## src/rtl/cpu_pkg.sv

```systemverilog
// Shared definitions for the cpu control path: opcodes, ALU op codes,
// write-back select codes, sequencer states and the decoded-control bundle.
package cpu_pkg;

    localparam logic [3:0] OP_NOP  = 4'b0000;
    localparam logic [3:0] OP_ADD  = 4'b0100;
    localparam logic [3:0] OP_SUB  = 4'b0101;
    localparam logic [3:0] OP_BEQ  = 4'b1000;
    localparam logic [3:0] OP_ADDI = 4'b1100;
    localparam logic [3:0] OP_LUI  = 4'b1101;
    localparam logic [3:0] OP_LW   = 4'b1110;
    localparam logic [3:0] OP_SW   = 4'b1111;

    typedef enum logic [3:0] {
        ALU_ADD = 4'h0,
        ALU_SUB = 4'h1
    } alu_op_t;

    typedef enum logic [1:0] {
        WB_ALU = 2'b00,
        WB_MEM = 2'b01,
        WB_LUI = 2'b10
    } wb_sel_t;

    typedef enum logic [2:0] {
        S_FETCH,
        S_DECODE,
        S_EXEC,
        S_MEM,
        S_WB
    } state_t;

    typedef struct packed {
        alu_op_t alu;
        logic    alu_src_imm;
        wb_sel_t wb_sel;
        logic    is_mem;
        logic    is_st;
        logic    is_br;
        logic    writes_rd;
        logic    illegal;
    } dec_t;

endpackage

```

## src/rtl/cpu_decode.sv

```systemverilog
// Combinational opcode decoder: maps the latched opcode to the static
// control bundle the sequencer uses to steer EXEC/MEM/WB.
module cpu_decode
    import cpu_pkg::*;
(
    input  logic [3:0] i_opcode,
    output dec_t       o_dec
);

    // Opcode to control-bundle lookup; undefined opcodes flag illegal.
    always_comb begin
        // NOTE: every field gets a default before the case so no latch is inferred.
        o_dec = '0;
        case (i_opcode)
            OP_NOP:  ;
            OP_ADD:  o_dec.writes_rd = 1'b1;
            OP_SUB:  begin o_dec.alu = ALU_SUB; o_dec.writes_rd = 1'b1; end
            OP_BEQ:  begin o_dec.alu = ALU_SUB; o_dec.is_br = 1'b1; end
            OP_ADDI: begin o_dec.alu_src_imm = 1'b1; o_dec.writes_rd = 1'b1; end
            OP_LUI:  begin o_dec.wb_sel = WB_LUI; o_dec.writes_rd = 1'b1; end
            OP_LW:   begin
                o_dec.alu_src_imm = 1'b1;
                o_dec.wb_sel      = WB_MEM;
                o_dec.is_mem      = 1'b1;
                o_dec.writes_rd   = 1'b1;
            end
            OP_SW:   begin
                o_dec.alu_src_imm = 1'b1;
                o_dec.is_mem      = 1'b1;
                o_dec.is_st       = 1'b1;
            end
            default: o_dec.illegal = 1'b1;
        endcase
    end

endmodule

```

## src/rtl/cpu_sequencer.sv

```systemverilog
// Multi-cycle control FSM for the cpu datapath (FETCH/DECODE/EXEC/MEM/WB),
// one instruction in flight, req/ready memory port with optional wait limit.
// Optional feature: define CPU_SEQ_RETIRE_CNT_EN to enable retire_count;
// otherwise retire_count is tied to zero.
module cpu_sequencer
    import cpu_pkg::*;
#(
    parameter int MEM_WAIT_MAX = 0,
    parameter int RETIRE_W     = 32
) (
    input  logic                clk,
    input  logic                rst,
    input  logic [31:0]         instruction,
    input  logic                mem_ready,
    input  logic                Eq,
    output logic                mem_req,
    output logic                mem_we,
    output logic                addr_sel,
    output logic                ir_we,
    output logic                pc_inc,
    output logic                pc_branch,
    output logic                alu_src_imm,
    output logic [3:0]          ALU,
    output logic [1:0]          wb_sel,
    output logic                Wr_en,
    output logic                retired,
    output logic                illegal,
    output logic                mem_err,
    output logic [RETIRE_W-1:0] retire_count
);

    localparam int WAIT_W = (MEM_WAIT_MAX > 1) ? $clog2(MEM_WAIT_MAX) : 1;
    localparam logic [WAIT_W-1:0] WAIT_LAST = WAIT_W'((MEM_WAIT_MAX > 0) ? MEM_WAIT_MAX - 1 : 0);

    state_t              r_state;
    logic [3:0]          r_opcode;
    logic                r_mem_req;
    logic                r_mem_we;
    logic                r_addr_sel;
    alu_op_t             r_alu;
    logic                r_alu_src_imm;
    wb_sel_t             r_wb_sel;
    logic                r_wr_en;
    logic                r_illegal;
    logic                r_mem_err;
    logic [WAIT_W-1:0]   r_wait_cnt;

    dec_t                w_dec;
    logic                w_hs;
    logic                w_timeout;
    logic                w_exec_retire;
    logic                w_retired;
    logic                w_unused;

    // Only the opcode field of the fetched word matters to the sequencer.
    assign w_unused = ^instruction[27:0];

    cpu_decode u_decode (
        .i_opcode (r_opcode),
        .o_dec    (w_dec)
    );

    assign w_hs          = r_mem_req && mem_ready;
    assign w_timeout     = (MEM_WAIT_MAX > 0) && r_mem_req && !mem_ready && (r_wait_cnt == WAIT_LAST);
    assign w_exec_retire = !w_dec.illegal && !w_dec.is_mem && !w_dec.writes_rd;
    assign w_retired     = !rst && (((r_state == S_EXEC) && w_exec_retire) ||
                                    ((r_state == S_MEM) && w_hs && w_dec.is_st) ||
                                    (r_state == S_WB));

    // Sequencer state, registered Moore controls and memory wait counter.
    always_ff @(posedge clk) begin
        if (rst) begin
            r_state       <= S_FETCH;
            r_opcode      <= '0;
            r_mem_req     <= 1'b0;
            r_mem_we      <= 1'b0;
            r_addr_sel    <= 1'b0;
            r_alu         <= ALU_ADD;
            r_alu_src_imm <= 1'b0;
            r_wb_sel      <= WB_ALU;
            r_wr_en       <= 1'b0;
            r_illegal     <= 1'b0;
            r_mem_err     <= 1'b0;
            r_wait_cnt    <= '0;
        end else begin
            // NOTE: non-blocking only, so every branch sees the pre-edge state.
            r_illegal <= 1'b0;
            r_mem_err <= 1'b0;
            if (r_mem_req && !mem_ready && !w_timeout)
                r_wait_cnt <= r_wait_cnt + 1'b1;
            else
                r_wait_cnt <= '0;

            case (r_state)
                S_FETCH: begin
                    // A fresh request is raised one cycle after reset or a timeout.
                    if (!r_mem_req) begin
                        r_mem_req <= 1'b1;
                    end else if (mem_ready) begin
                        r_mem_req <= 1'b0;
                        r_opcode  <= instruction[31:28];
                        r_state   <= S_DECODE;
                    end else if (w_timeout) begin
                        r_mem_req <= 1'b0;
                        r_mem_err <= 1'b1;
                    end
                end
                S_DECODE: begin
                    r_state       <= S_EXEC;
                    r_alu         <= w_dec.alu;
                    r_alu_src_imm <= w_dec.alu_src_imm;
                    r_illegal     <= w_dec.illegal;
                end
                S_EXEC: begin
                    if (w_dec.is_mem) begin
                        r_state    <= S_MEM;
                        r_mem_req  <= 1'b1;
                        r_mem_we   <= w_dec.is_st;
                        r_addr_sel <= 1'b1;
                    end else if (w_dec.writes_rd) begin
                        r_state  <= S_WB;
                        r_wr_en  <= 1'b1;
                        r_wb_sel <= w_dec.wb_sel;
                    end else begin
                        r_state       <= S_FETCH;
                        r_mem_req     <= 1'b1;
                        r_alu         <= ALU_ADD;
                        r_alu_src_imm <= 1'b0;
                    end
                end
                S_MEM: begin
                    if (w_hs) begin
                        r_mem_we   <= 1'b0;
                        r_addr_sel <= 1'b0;
                        if (w_dec.is_st) begin
                            r_state       <= S_FETCH;
                            r_mem_req     <= 1'b1;
                            r_alu         <= ALU_ADD;
                            r_alu_src_imm <= 1'b0;
                        end else begin
                            r_state   <= S_WB;
                            r_mem_req <= 1'b0;
                            r_wr_en   <= 1'b1;
                            r_wb_sel  <= w_dec.wb_sel;
                        end
                    end else if (w_timeout) begin
                        // Abandon the access; PC was already advanced at fetch.
                        r_state       <= S_FETCH;
                        r_mem_req     <= 1'b0;
                        r_mem_we      <= 1'b0;
                        r_addr_sel    <= 1'b0;
                        r_mem_err     <= 1'b1;
                        r_alu         <= ALU_ADD;
                        r_alu_src_imm <= 1'b0;
                    end
                end
                S_WB: begin
                    r_state       <= S_FETCH;
                    r_mem_req     <= 1'b1;
                    r_wr_en       <= 1'b0;
                    r_wb_sel      <= WB_ALU;
                    r_alu         <= ALU_ADD;
                    r_alu_src_imm <= 1'b0;
                end
                default: r_state <= S_FETCH;
            endcase
        end
    end

    assign mem_req     = r_mem_req;
    assign mem_we      = r_mem_we;
    assign addr_sel    = r_addr_sel;
    assign alu_src_imm = r_alu_src_imm;
    assign ALU         = r_alu;
    assign wb_sel      = r_wb_sel;
    assign Wr_en       = r_wr_en;
    assign illegal     = r_illegal;
    assign mem_err     = r_mem_err;

    // Same-cycle strobes qualified by the handshake or the compare result.
    assign ir_we     = !rst && (r_state == S_FETCH) && w_hs;
    assign pc_inc    = !rst && (r_state == S_FETCH) && w_hs;
    assign pc_branch = !rst && (r_state == S_EXEC) && w_dec.is_br && Eq;
    assign retired   = w_retired;

`ifdef CPU_SEQ_RETIRE_CNT_EN
    logic [RETIRE_W-1:0] r_retire_count;

    // Count retired instructions, wrapping at the counter width.
    always_ff @(posedge clk) begin
        if (rst)
            r_retire_count <= '0;
        else if (w_retired)
            r_retire_count <= r_retire_count + 1'b1;
    end

    assign retire_count = r_retire_count;
`else
    assign retire_count = '0;
`endif

endmodule

```

## config.mk

```make
export PLATFORM = sky130hd
export DESIGN_NAME = cpu_sequencer
export DESIGN_NICKNAME = d
export VERILOG_FILES = /design/src/rtl/cpu_pkg.sv /design/src/rtl/cpu_decode.sv /design/src/rtl/cpu_sequencer.sv
export SDC_FILE = /design/constraint.sdc
export NUM_CORES = 1
export LEC_CHECK = 0
export BUFFER_PORTS_ARGS = -buffer_cell sky130_fd_sc_hd__buf_2
export CORE_MARGIN = 2
export CORE_UTILIZATION = 35
export DETAILED_ROUTE_END_ITERATION = 16
export PLACE_DENSITY = 0.7
export SETUP_SLACK_MARGIN = 0.5
export SLEW_MARGIN = 20
export SYNTH_ARGS = -nofsm -noshare
export SYNTH_HDL_FRONTEND = slang
export SYNTH_SLANG_ARGS = --single-unit
```

## constraint.sdc

```tcl
create_clock -name clk -period 1.9 [get_ports clk]
set_input_delay 0.19 -clock clk [delete_from_list [all_inputs] [get_ports clk]]
set_output_delay 0.19 -clock clk [all_outputs]
set_load 0.01 [all_outputs]
```

Word level (Yosys, flattened, before mapping)
Index checks and enable logic that the tools add are counted.
{ "op_classes": {"n_eq_ne": 21, "mux": 47, "bitwise_logic": 1, "n_reduce_logical": 35} }
{ "op_table": {"columns": ["cell", "n"], "rows": [
  ["1-bit two-way mux", 24],
  ["4-bit equality test (second input constant)", 5],
  ["3-bit two-way mux", 6],
  ["2-bit inequality test (second input constant)", 9],
  ["4-bit two-way mux", 4],
  ["4-bit case mux with 4 select lines", 1],
  ["1-bit logical AND", 12],
  ["3-bit case mux with 4 select lines", 1],
  ["3-bit AND reduction", 4],
  ["5-bit AND reduction", 2],
  ["4-bit by 3-bit equality test with 1-bit output (second input constant)", 2],
  ["2-bit two-way mux", 4],
  ["1-bit case mux with 4 select lines", 2],
  ["4-bit nonzero test", 2],
  ["8-bit OR reduction", 1],
  ["3-bit by 2-bit equality test with 1-bit output (second input constant)", 2],
  ["2-bit case mux with 3 select lines", 1],
  ["2-bit OR reduction", 3],
  ["5-bit OR reduction", 1],
  ["4-bit logical NOT", 1],
  ["1-bit case mux with 2 select lines", 2],
  ["2-bit case mux with 2 select lines", 1],
  ["3-bit by 1-bit equality test with 1-bit output (second input constant)", 1],
  ["3-bit equality test (second input constant)", 1],
  ["other kinds (9)", 12]
]} }
{ "word_totals": {"regBits": 19, "inputBits": 36, "output_inout_bits": 49, "elab_cells": 114} }

Longest topological paths before layout
Gate-level depths: netlist of run 1.
{ "depth": {"ltp_word": 10, "ltp_mapped": 7, "depth_no_buf": 5} }

By module
From an unflattened synthesis of run 1, not the netlist that was laid out.
{ "unflattened": {"cells_unflattened": 153, "hier_area_um2": 1308.8} }
{ "by_module_without_submodules": {"columns": ["mod", "instances", "cells_per_inst", "area_per_inst_um2", "seq_area_each_um2"], "rows": [
  ["cpu_sequencer", 1, 135, 1188.6, 380.4],
  ["cpu_decode", 1, 18, 120.1, 0.0]
]} }

Worst setup path after synthesis of run 1
Ideal clock, no wire load.
{ "synth_path": {"path_kind": "register -> output", "startpoint": "reg r_mem_req, in the netlist mem_req", "endpoint": "out pc_inc", "arrival_ps": 1310, "required_ps": 1710, "path_slack_ps": 400, "path_stages_with_launch": 5, "n_path_buf": 1, "cell_sequence": "dfxtp_1 -> nand2_1 -> nor4_4 -> nor2b_1 -> buf_4"} }
{ "synth_via": {"elab_chain_len": 2} }
{ "synth_lines": {"columns": ["element", "line", "text"], "rows": [
  ["from (decl)", "cpu_sequencer.sv:37", "logic r_mem_req;"],
  ["from (signal assigned)", "cpu_sequencer.sv:75", "r_mem_req <= 1'b0;"],
  ["from (signal assigned)", "cpu_sequencer.sv:98", "r_mem_req <= 1'b1;"],
  ["from (signal assigned)", "cpu_sequencer.sv:100", "r_mem_req <= 1'b0;"],
  ["1-bit logical AND", "cpu_sequencer.sv:63", "assign w_hs = r_mem_req && mem_ready;"],
  ["1-bit logical AND", null, null],
  ["to (decl)", "cpu_sequencer.sv:20", "output logic pc_inc,"]
]} }
No other way between the ends.

Worst setup path in the final report of run 1
{ "layout_path": {"startpoint": "reg r_opcode[2]", "endpoint": "out retired"} }
{ "layout_via": {"elab_chain_len": 10, "elab_cells_between_ends": 23, "cone_classes": "eq/ne: 7; mux: 3; reduce/logical: 13"} }
{ "layout_lines": {"columns": ["element", "line", "text"], "rows": [
  ["from (decl)", "cpu_sequencer.sv:36", "logic [3:0] r_opcode;"],
  ["from (signal assigned)", "cpu_sequencer.sv:101", "r_opcode <= instruction[31:28];"],
  ["4-bit equality test", "cpu_decode.sv:14", "case (i_opcode)"],
  ["2-bit OR reduction (no line)", null, null],
  ["1-bit two-way mux", "cpu_decode.sv:14", null],
  ["1-bit logical NOT", "cpu_sequencer.sv:65", "assign w_exec_retire = !w_dec.illegal && !w_dec.is_mem && !w_dec.writes_rd;"],
  ["1-bit logical AND (2 in series)", "cpu_sequencer.sv:65", null],
  ["1-bit logical AND", "cpu_sequencer.sv:66", "assign w_retired = !rst && (((r_state == S_EXEC) && w_exec_retire) ||"],
  ["1-bit logical OR *", "cpu_sequencer.sv:66", null],
  ["1-bit logical OR *", "cpu_sequencer.sv:67", "((r_state == S_MEM) && w_hs && w_dec.is_st) ||"],
  ["1-bit logical AND *", "cpu_sequencer.sv:66", null],
  ["to (decl)", "cpu_sequencer.sv:26", "output logic retired,"]
]} }
Every way passes the cells marked *; elsewhere a longest branch is shown, timed or not.

==> results.md, run 1 <==
- Status: finished, final reports clean
- Final instance area: 1470 sq um
- Iter 0 DRT Violations: 20
- CTS tree: yes
- Largest net degree at the start of global routing: 14
- Via count: approximately 1000
- GP Congestion: around 0.83
- Syn_area_per_cell: 8.33 sq um
- Critical Path End Type: output port
- Arrival time worst endpoint: 1.57 ns
- Clock Sinks: 16
- Worst IR drop on VDD: roughly 0.00022 V
- I/O pin count: 85
- Via-to-Cell Ratio: 4.55
- Max Clock Freq: 569 MHz
- Yosys warnings: 0
- Clk slew on worst S/H paths: ~0.1 ns
- Placed Instances: 203
- Req. time, crit path: roughly 1.7 ns
- Ant diodes: 0
- TritonRoute pass-1 iters: 4
- FILL cells: around 340
- Total negative slack: 0 ns
- Commonest non-fill, non-tap cell in the layout: conb_1
- Netlist cell types: 40
- Seq/Total Area, Yosys: 0.263
- Vias in the first global route: 887
- FF+latch count, synth: 16
- Startpoint Class: flop
- Clock Tree Buf Depth: 2
- Most frequent cells in the layout: conb_1, buf_2, buf_4
- Die area: 3960 sq um
- CP max FO: 2
- DRC: 0
- Core footprint: between 3000 and 4000 sq um
- Site Rows: 21
- Fin crit period: 1.76 ns
- Worst skew pair latency: roughly 0.3 ns
- Crit share post-route: 0.925
- Share of cells above drive strength 1: 0.398
- Hold Crit Class: in -> reg
- Max_cap viols: 0
- Fin cells: 222
- Num CTS Buffers: 3
- Gr ovfl total: 0
- Synth async-reset ratio: 0
- R2R Setup Slk: 0.28 ns
- Total GRT Usage: 0.129
- HPWL after detailed placement: 1690 um
- # port buffers: 20
- Max-slew violation count: 0
- Post-place instance area: ~1200 sq um
- CP Class: reg -> out
- Final net count: 213
- Area grow syn2layout: 20.5%
- Number of enable flip-flop cells after synthesis: 0
- Initial antenna violation count: 0
- Total wire length: 2750 um
- Final Hold Viols: 0
- Htree depth: 1
- Setup-failing EPs final: 0
- Die Wd: 62.9 um
- Combined area of all synthesized cells: 1220 sq um
- Die H: 62.9 um
- Starting Density: 0.364
- PwrDens: between 400 and 500 nW/um^2
- Drt wl/cell: 12.4 um
- Static Leak: between 0.6 and 0.7 nW
- First-pass GRT wire length: 4100 um
- Primary FF master, synth: dfxtp_1
- Skew final: ~0.013 ns
- Unrepaired setup endpoints after global routing: yes
- Syn Inst Count: 146
- CTS root buf: clkbuf_4
- Post-DRT Antenna Nets: 0
repair_timing:
action / in CTS / in global routing
buffers inserted: 6 / 9
hold buffers: 0 / 0
gates resized for setup: 16 / 17
pin swaps: 3 / 5
endpoints found under the setup margin: 14 / 17
cell families (layout without fill, tap and decap cells):
| logic type | after synthesis | count (layout) | synth area share |
|---|---|---|---|
| buf+inv | 50 | 45 | 0.302 |
| flops | 16 | 16 | 0.263 |
| simple gates | 49 | 49 | 0.250 |
| compound gates | 22 | 22 | 0.116 |
| mux | 7 | 7 | 0.0576 |
| xor+xnor | 1 | 1 | 0.00720 |
| other cells | 1 | 36 | 0.00308 |
critical path, cell delays in order (launching register included):
cell	delay, ns
dfxtp_4	0.36
or3_4	0.38
nor2_1	0.09
a21oi_1	0.05
o22a_1	0.19
nor2_2	0.08
buf_2	0.12
path summary, 6_finish.rpt:
check                                      from     endpoint  cells after the start
worst max-delay path                r_opcode[2]      retired                      6
worst min-delay path            instruction[31]  r_opcode[3]                      3
worst max register to register      r_opcode[2]       ALU[0]                      7
worst min register to register           ALU[0]       ALU[0]                      2
registers in the layout, summed over array words and instances, names as in the netlist:
name,cells
mem_req,1
Wr_en,1
mem_we,1
illegal,1
addr_sel,1
wb_sel,2
alu_src_imm,1
r_state,3
r_opcode,4
ALU,1
stage by stage:
stage                     power [mW]  utilization  worst slack [ns]  hold slack (ns)
after CTS                      0.696        0.399             0.152            0.119
after global placement         0.485        0.358             0.309            0.425
after floorplan                0.524            -             0.473            0.329
final                          0.721        0.439             0.143            0.122
after detailed placement       0.486        0.358             0.283            0.428
after global routing           0.757        0.439            0.0963            0.133
layout make-up:
class / count / area, sq um / area share
inverters: 3 / 11.3 / 0.00769
clock buffers: 4 / 26.3 / 0.0179
multi-input cells: 115 / 762 / 0.520
repair buffers: 38 / 263 / 0.179
well taps: 46 / 57.6 / 0.0393
flip-flops and latches: 16 / 345 / 0.236
where the power goes:
group	internal, mW	total, mW	switching (mW)	leakage [nW]
Sequential	0.340	0.355	0.0152	0.135
Combinational	0.0696	0.171	0.102	0.491
Clock	0.0818	0.194	0.112	0.0150
Total	0.492	0.721	0.229	0.641
Yosys cell counts (2+ instances only):
cell type   n  area share
nand2b_1    3       0.015
dfxtp_1    16        0.26
nor2b_1     3       0.015
a31oi_1     2       0.010
nor2_1     12       0.037
nand3b_1    2       0.012
or3_1       2       0.010
nand3_1     3       0.012
buf_4      42        0.26
mux2i_1     7       0.058
a21oi_1     9       0.037
inv_1       3      0.0093
o21ai_0     2      0.0082
buf_6       3       0.028
nor3_1      7       0.029
nand2_1     6       0.019
layer usage:
metal,vias up,global-route usage,share of wire
li1,485,-,-
met1,475,0.151,0.40
met2,43,0.219,0.51
met3,8,0.0216,0.048
met4,0,0.0750,0.036
met5,-,0,0
Note: power is estimated with default switching activity, not from simulation.
==> run 2: changes to the inputs <==
--- a/config.mk
+++ b/config.mk
@@ -5,11 +5,12 @@
 export SDC_FILE = /design/constraint.sdc
 export NUM_CORES = 1
 export LEC_CHECK = 0
+export ABC_AREA = 1
 export BUFFER_PORTS_ARGS = -buffer_cell sky130_fd_sc_hd__buf_2
 export CORE_MARGIN = 2
 export CORE_UTILIZATION = 35
 export DETAILED_ROUTE_END_ITERATION = 16
-export PLACE_DENSITY = 0.7
+export PLACE_DENSITY = 0.71
 export SETUP_SLACK_MARGIN = 0.5
 export SLEW_MARGIN = 20
 export SYNTH_ARGS = -nofsm -noshare
==> run 2 against run 1 <==
Fmax increased by 11%; cell count rose by 14%; critical path type is now reg -> reg; highest routed layer unchanged; largest cell class unchanged; register-to-register slack better by 0.04 ns; core utilization up 1.5 points; sequential cell count unchanged; worst setup slack better by 0.18 ns.
==> results.md, run 2 <==
- Initial antenna violation count: 0 (unchanged)
- Htree depth: 1 (unchanged)
- Site Rows: 21 (unchanged)
- Req. time, crit path: 2.10 ns (+0.39 ns)
- Commonest non-fill, non-tap cell in the layout: conb_1
- Max stage delay cell, worst path: dfxtp_4
- Starting Density: 0.360 (-0.00484)
- CP Cell Sequence: nand3_4 > nor2_4 > buf_4 > buf_6 > buf_6 > buf_6 > nor2_2 > nor2_2 > nand3_2 > nor2_1 > nor2_2
- Total GRT Usage: 0.138 (+0.00912)
- Vias in the first global route: 944 (+6.4%)
- I/O pin count: 85 (unchanged)
- Crit share post-route: 0.831 (-0.0938)
- Crit-path max cell delay: 0.39 ns (about the same)
- Hold Crit Class: in -> reg
- Clock Tree Buf Depth: 2 (unchanged)
- FF+latch count, synth: 16 (unchanged)
- Fin cells: 252 (+14%)
- Synth top area share: 0.271 (+0.00781)
- Placed Instances: 232 (+14%)
- Share of cells above drive strength 1: 0.403 (+0.00519)
- Iter 0 DRT Violations: 36 (+80%)
- Seq/Total Area, Yosys: 0.271 (+0.00781)
- Skew final: 0.00776 ns (-0.00485 ns)
- Most flops, register: r_opcode
- CP max FO: 4 (+2)
- Clock share of power: 0.172 (-0.097)
- Via count: 1151 (+14%)
- Top cells by count, synth: buf_4, nand2_1, dfxtp_1, inv_1, nor2_1
- Number of enable flip-flop cells after synthesis: 0 (unchanged)
- Reg power frac: 0.402 (-0.091)
- Status: finished, final reports clean
- # hold bufs at CTS: 0 (unchanged)
- TritonRoute pass-1 iters: 4 (unchanged)
- GP Congestion: 0.909 (+9.4%)
- DRC: 0 (unchanged)
- CTS tree: yes
- Net Sw Frac: 0.412 (+0.0944)
- Worst IR drop on VDD: 0.000287 V (+32%)
- Synth async-reset ratio: 0 (unchanged)
- Syn Inst Count: 170 (+16%)
- Arrival time worst endpoint: 1.78 ns (+0.21 ns)
- # port buffers: 20 (unchanged)
- PwrDens: 713 nW/um^2 (+45%)
- Via-to-Cell Ratio: 4.57 (+0.29%)
- Unrepaired setup endpoints after global routing: yes
- Combined area of all synthesized cells: 1180 sq um (-2.9%)
- Largest net degree at the start of global routing: 12 (-2)
- Worst skew pair latency: 0.30 ns (about the same)
- HPWL after detailed placement: 1650 um (-2.2%)
- Yosys warnings: 0 (unchanged)
- Max Clock Freq: 634 MHz (+11%)
- Combinational share of power: 0.425 (+0.187)
- Cell Int Power: 0.626 mW (+27%)
- Static Leak: 0.786 nW (+23%)
- Top-count cell post-synth: buf_4
- Syn_area_per_cell: 6.95 sq um (-17%)
- Total negative slack: 0 ns (unchanged)
- Die H: 62.1 um (-1.4%)
- CP Class: reg -> reg
- Drt wl/cell: 12.0 um (-3.3%)
- Top cells by area, synth: dfxtp_1, buf_4, nand2_1, inv_1, a21oi_1
- Max_cap viols: 0 (unchanged)
- Psw: 0.439 mW (+92%)
- Setup-failing EPs final: 0 (unchanged)
- Die Wd: 62.1 um (-1.4%)
- Num CTS Buffers: 3 (unchanged)
- Most frequent cells in the layout: conb_1, buf_2, nand2_1
- First-pass GRT wire length: 3910 um (-4.5%)
- Startpoint Class: flop
- Max reg flops: 4 (unchanged)
- Final Hold Viols: 0 (unchanged)
- Total wire length: 3020 um (+9.7%)
- Gr ovfl total: 0 (unchanged)
- Core footprint: 3280 sq um (-1.6%)
- Netlist cell types: 23 (-43%)
- Clk slew on worst S/H paths: 0.09 ns (about the same)
- Critical Path End Type: flop
- Final net count: 244 (+15%)
- Ant diodes: 0 (unchanged)
- Fin crit period: 1.58 ns (-0.178 ns)
- Max-slew violation count: 0 (unchanged)
- Primary FF master, synth: dfxtp_1
- Clock Sinks: 16 (unchanged)
- Synth area leader: dfxtp_1
- Area grow syn2layout: 26.4%
- CTS root buf: clkbuf_4
- Post-DRT Antenna Nets: 0 (unchanged)
- Die area: 3860 sq um (-2.7%)
==> run 2: cell count changes after synthesis, sizes merged, moves of 3 or more <==
cell / delta
mux2i: -7
nor2b: -3
inv: +14
nand2b: -4
nor2: +8
buf: -7
nand4: +3
o21ai: +10
nand3: +8
nor3: -4
nand2: +23
==> run 2: logic make-up (layout without fill, tap and decap cells) <==
kind of cell,count (synthesis),count (layout),synth area share
simple gates,71,71,0.309
buf+inv,57,58,0.308
compound gates,25,25,0.108
flops,16,16,0.271
other cells,1,36,0.00317
==> run 2: metal layers <==
metal  vias to the layer above  wire length (um)  global-route usage
met5                         -                 0                   0
met4                         0                90              0.0912
met3                         9               234              0.0248
met2                        64              1560               0.235
met1                       529              1130               0.157
li1                        549                 -                   -
==> run 2: repair_timing <==
action | CTS | global route
resized for setup | 24 | 27
pin swaps | 6 | 15
endpoints found under the setup margin | 4 | 10
buffers inserted | 13 | 4
==> run 2: path summary, 6_finish.rpt <==
check                            startpoint           to  slack, ns  cells after the start
worst max-delay path            r_opcode[1]  alu_src_imm       0.32                     11
worst min-delay path                    rst   r_state[2]       0.16                      2
worst max register to register  r_opcode[1]  alu_src_imm       0.32                     11
worst min register to register     addr_sel     addr_sel       0.47                      2
==> run 2: worst max-delay path: cells and delay by family, from the launching register on <==
kind / cells / cell delay (ns)
AND/OR/NAND/NOR: 7 / 0.71
flip-flops: 1 / 0.39
buffers and inverters: 4 / 0.38
==> run 2: power by group through the flow <==
stage	logic, mW	clock network, mW	registers [mW]
2_1_floorplan	0.293	0	0.421
3_3_place_gp	0.304	0	0.417
3_5_place_dp	0.307	0	0.417
4_1_cts	0.384	0.185	0.413
5_1_grt	0.493	0.202	0.434
6_report	0.453	0.183	0.429
==> run 2: area by class of cell <==
type                    count  area [sq um]
fillers                   337          1790
multi-input cells         132           734
flip-flops and latches     16           343
repair buffers             38           259
inverters                  17          76.3
well taps                  46          57.6
clock buffers               3          22.5
==> run 2: through the flow <==
| stage | setup WS (ns) | total power [mW] | cell area (sq um) | utilization | hold WS [ns] |
|---|---|---|---|---|---|
| after floorplan | 0.540 | 0.714 | 1310 | - | 0.383 |
| after detailed placement | 0.457 | 0.724 | 1180 | 0.358 | 0.454 |
| after global routing | 0.256 | 1.13 | 1490 | 0.454 | 0.172 |
| after CTS | 0.358 | 0.981 | 1370 | 0.417 | 0.163 |
| after global placement | 0.444 | 0.721 | 1180 | 0.358 | 0.446 |
| final | 0.322 | 1.06 | 1490 | 0.454 | 0.155 |
==> run 3: changes to the inputs <==
--- a/config.mk
+++ b/config.mk
@@ -5,12 +5,12 @@
 export SDC_FILE = /design/constraint.sdc
 export NUM_CORES = 1
 export LEC_CHECK = 0
-export ABC_AREA = 1
+export ABC_AREA = 0
 export BUFFER_PORTS_ARGS = -buffer_cell sky130_fd_sc_hd__buf_2
 export CORE_MARGIN = 2
 export CORE_UTILIZATION = 35
 export DETAILED_ROUTE_END_ITERATION = 16
-export PLACE_DENSITY = 0.71
+export PLACE_DENSITY = 0.7
 export SETUP_SLACK_MARGIN = 0.5
 export SLEW_MARGIN = 20
 export SYNTH_ARGS = -nofsm -noshare
==> constraint.sdc (replaced) <==
create_clock -name clk -period 1.5 [get_ports clk]
set_input_delay 0.15 -clock clk [delete_from_list [all_inputs] [get_ports clk]]
set_output_delay 0.15 -clock clk [all_outputs]
set_load 0.01 [all_outputs]
==> run 3 against run 2 <==
Critical endpoint is now retired; combinational power down 40%; die area grew 2.8%; worst setup slack got worse by 0.54 ns; global-route usage increased by 0.95 points; non-clock buffer count grew 19; the run now ends with negative setup slack left.
==> results.md, run 3 (synthesis gave the netlist of run 1 again) <==
- Total negative slack: -0.823 ns (-0.823 ns)
- Final net count: 232 (-4.9%)
- Net Sw Frac: 0.316 (-0.0960)
- Die Wd: 62.9 um (+1.4%)
- R2r startpoint: r_opcode[2]
- Req. time, crit path: 1.35 ns (-0.75 ns)
- CP max FO: 4 (unchanged)
- Worst skew pair latency: 0.30 ns (about the same)
- Iter 0 DRT Violations: 31 (-14%)
- FILL cells: 319 (-5.3%)
- Total wire length: 3110 um (+3.0%)
- Via count: 1118 (-2.9%)
- CTS tree: yes
- Reg power frac: 0.435 (+0.033)
- Startpoint Class: flop
- Setup-failing EPs final: 12 (+12)
- Clk slew on worst S/H paths: 0.10 ns (about the same)
- PwrDens: 608 nW/um^2 (-15%)
- Core footprint: 3340 sq um (+1.6%)
- # hold bufs at CTS: 0 (unchanged)
- Starting Density: 0.364 (+0.00484)
- Startpoint of the worst hold path: instruction[29]
- Final Hold Viols: 0 (unchanged)
- Fin crit period: approximately 1.7 ns
- Initial antenna violation count: 0 (unchanged)
- Skew final: 0.00420 ns (-0.00355 ns)
- Die area: 3960 sq um (+2.8%)
- Num CTS Buffers: 3 (unchanged)
- Max-slew violation count: 0 (unchanged)
- Fin cells: 241 (-4.4%)
- Static Leak: 0.751 nW (-4.5%)
- HPWL after detailed placement: 1690 um (+2.5%)
- Arrival time worst endpoint: 1.56 ns (-0.22 ns)
- CTS root buf: clkbuf_4
- Area grow syn2layout: 39.1%
- Cell Int Power: 0.703 mW (+12%)
- CP startpoint: mem_req
- DRC: 0 (unchanged)
- Largest net degree at the start of global routing: 12 (unchanged)
- Share of cells above drive strength 1: 0.482 (+0.0791)
- Pwr Total: 1.03 mW (-3.5%)
- Area occupied by multi-input gates: 801 sq um (+9.0%)
- Placed Instances: 213 (-8.2%)
- Clock Tree Buf Depth: 2 (unchanged)
- Gr ovfl total: 0 (unchanged)
- Clock share of power: 0.298 (+0.126)
- Worst IR drop on VDD: 0.000451 V (+57%)
- Post-DRT Antenna Nets: 0 (unchanged)
- Unrepaired setup endpoints after global routing: yes
- Max_cap viols: 0 (unchanged)
- I/O pin count: 85 (unchanged)
- Via-to-Cell Ratio: 4.64 (+1.6%)
- TritonRoute pass-1 iters: 4 (unchanged)
- Psw: 0.325 mW (-26%)
- PnR worst setup slack: -0.214 ns (-0.535 ns)
- Status: finished, violations left
- Combinational share of power: 0.266 (-0.159)
- Total GRT Usage: 0.148 (+0.00953)
- First-pass GRT wire length: 4670 um (+19%)
- Clock Sinks: 16 (unchanged)
- Ant diodes: 0 (unchanged)
- Most frequent cells in the layout: conb_1, buf_4, buf_2
- CP Class: reg -> out
- Drt wl/cell: 12.9 um (+7.7%)
- Critical Path End Type: output port
- Htree depth: 1 (unchanged)
- Crit share post-route: 1.14
- Vias in the first global route: 989 (+4.8%)
- Commonest non-fill, non-tap cell in the layout: conb_1
- Most flops, register: r_opcode
- Worst slack, placed: 0.0758 ns (-0.382 ns)
- FF+latch area: 340 sq um (-0.73%)
- Die H: 62.9 um (+1.4%)
- GP Congestion: 0.842 (-7.3%)
- Max reg flops: 4 (unchanged)
- # port buffers: 20 (unchanged)
- Hold Crit Class: in -> reg
- Max Clock Freq: 584 MHz
- Violated checks: negative setup slack
- Site Rows: 21 (unchanged)
-- run 3: changes by cell type in the layout (fill, tap and decap cells not counted), moves of 5 or more --
cell,before,now
nand2_1,19,5
mux2i_1,0,6
o21ai_0,9,1
nand2_2,5,0
buf_6,3,12
inv_1,12,2
buf_4,14,24
-- run 3: final timing paths --
| kind | end | slack [ns] | cells after the start |
|---|---|---|---|
| worst max-delay path | retired | -0.21 | 5 |
| worst min-delay path | r_opcode[1] | 0.09 | 3 |
| worst max register to register | mem_req | -0.11 | 9 |
| worst min register to register | ALU[0] | 0.48 | 2 |
-- run 3: metrics by stage --
stage,hold WS (ns),utilization,cell area (sq um)
finish,0.0888,0.507,1690
CTS,0.0790,0.480,1600
global placement,0.384,0.391,1300
floorplan,0.289,-,1400
detailed placement,0.392,0.391,1300
global route,0.105,0.507,1690
-- run 3: power groups by stage --
stage | logic, mW | registers [mW] | clock network (mW)
6_report | 0.274 | 0.447 | 0.307
5_1_grt | 0.293 | 0.449 | 0.322
4_1_cts | 0.238 | 0.449 | 0.304
3_5_place_dp | 0.168 | 0.466 | 0
3_3_place_gp | 0.167 | 0.465 | 0
2_1_floorplan | 0.215 | 0.455 | 0
-- run 3: worst max-delay path, cell delays in order, from the launching register on --
cell	delay, ns
dfxtp_4	0.38
and2_1	0.22
nand3_1	0.20
o22a_1	0.25
nor2_2	0.08
buf_2	0.13
-- run 3: what timing repair did --
action,4_1_cts,5_1_grt
resized for setup,28,15
pin swaps,16,6
setup endpoints to repair,20,20
setup buffers,22,2
-- run 3: area by class of cell --
class / instances / area share
Multi-Input combinational cell: 115 / 0.473
Timing Repair Buffer: 57 / 0.263
Sequential cell: 16 / 0.201
Tap cell: 46 / 0.0340
Clock buffer: 4 / 0.0214
Inverter: 3 / 0.00666
-- run 3: routing by layer --
layer / part of all wire / vias to the layer above / GRT usage
li1: - / 524 / -
met1: 0.38 / 520 / 0.174
met2: 0.52 / 61 / 0.254
met3: 0.080 / 13 / 0.0414
met4: 0.023 / 0 / 0.0528
met5: 0 / - / 0
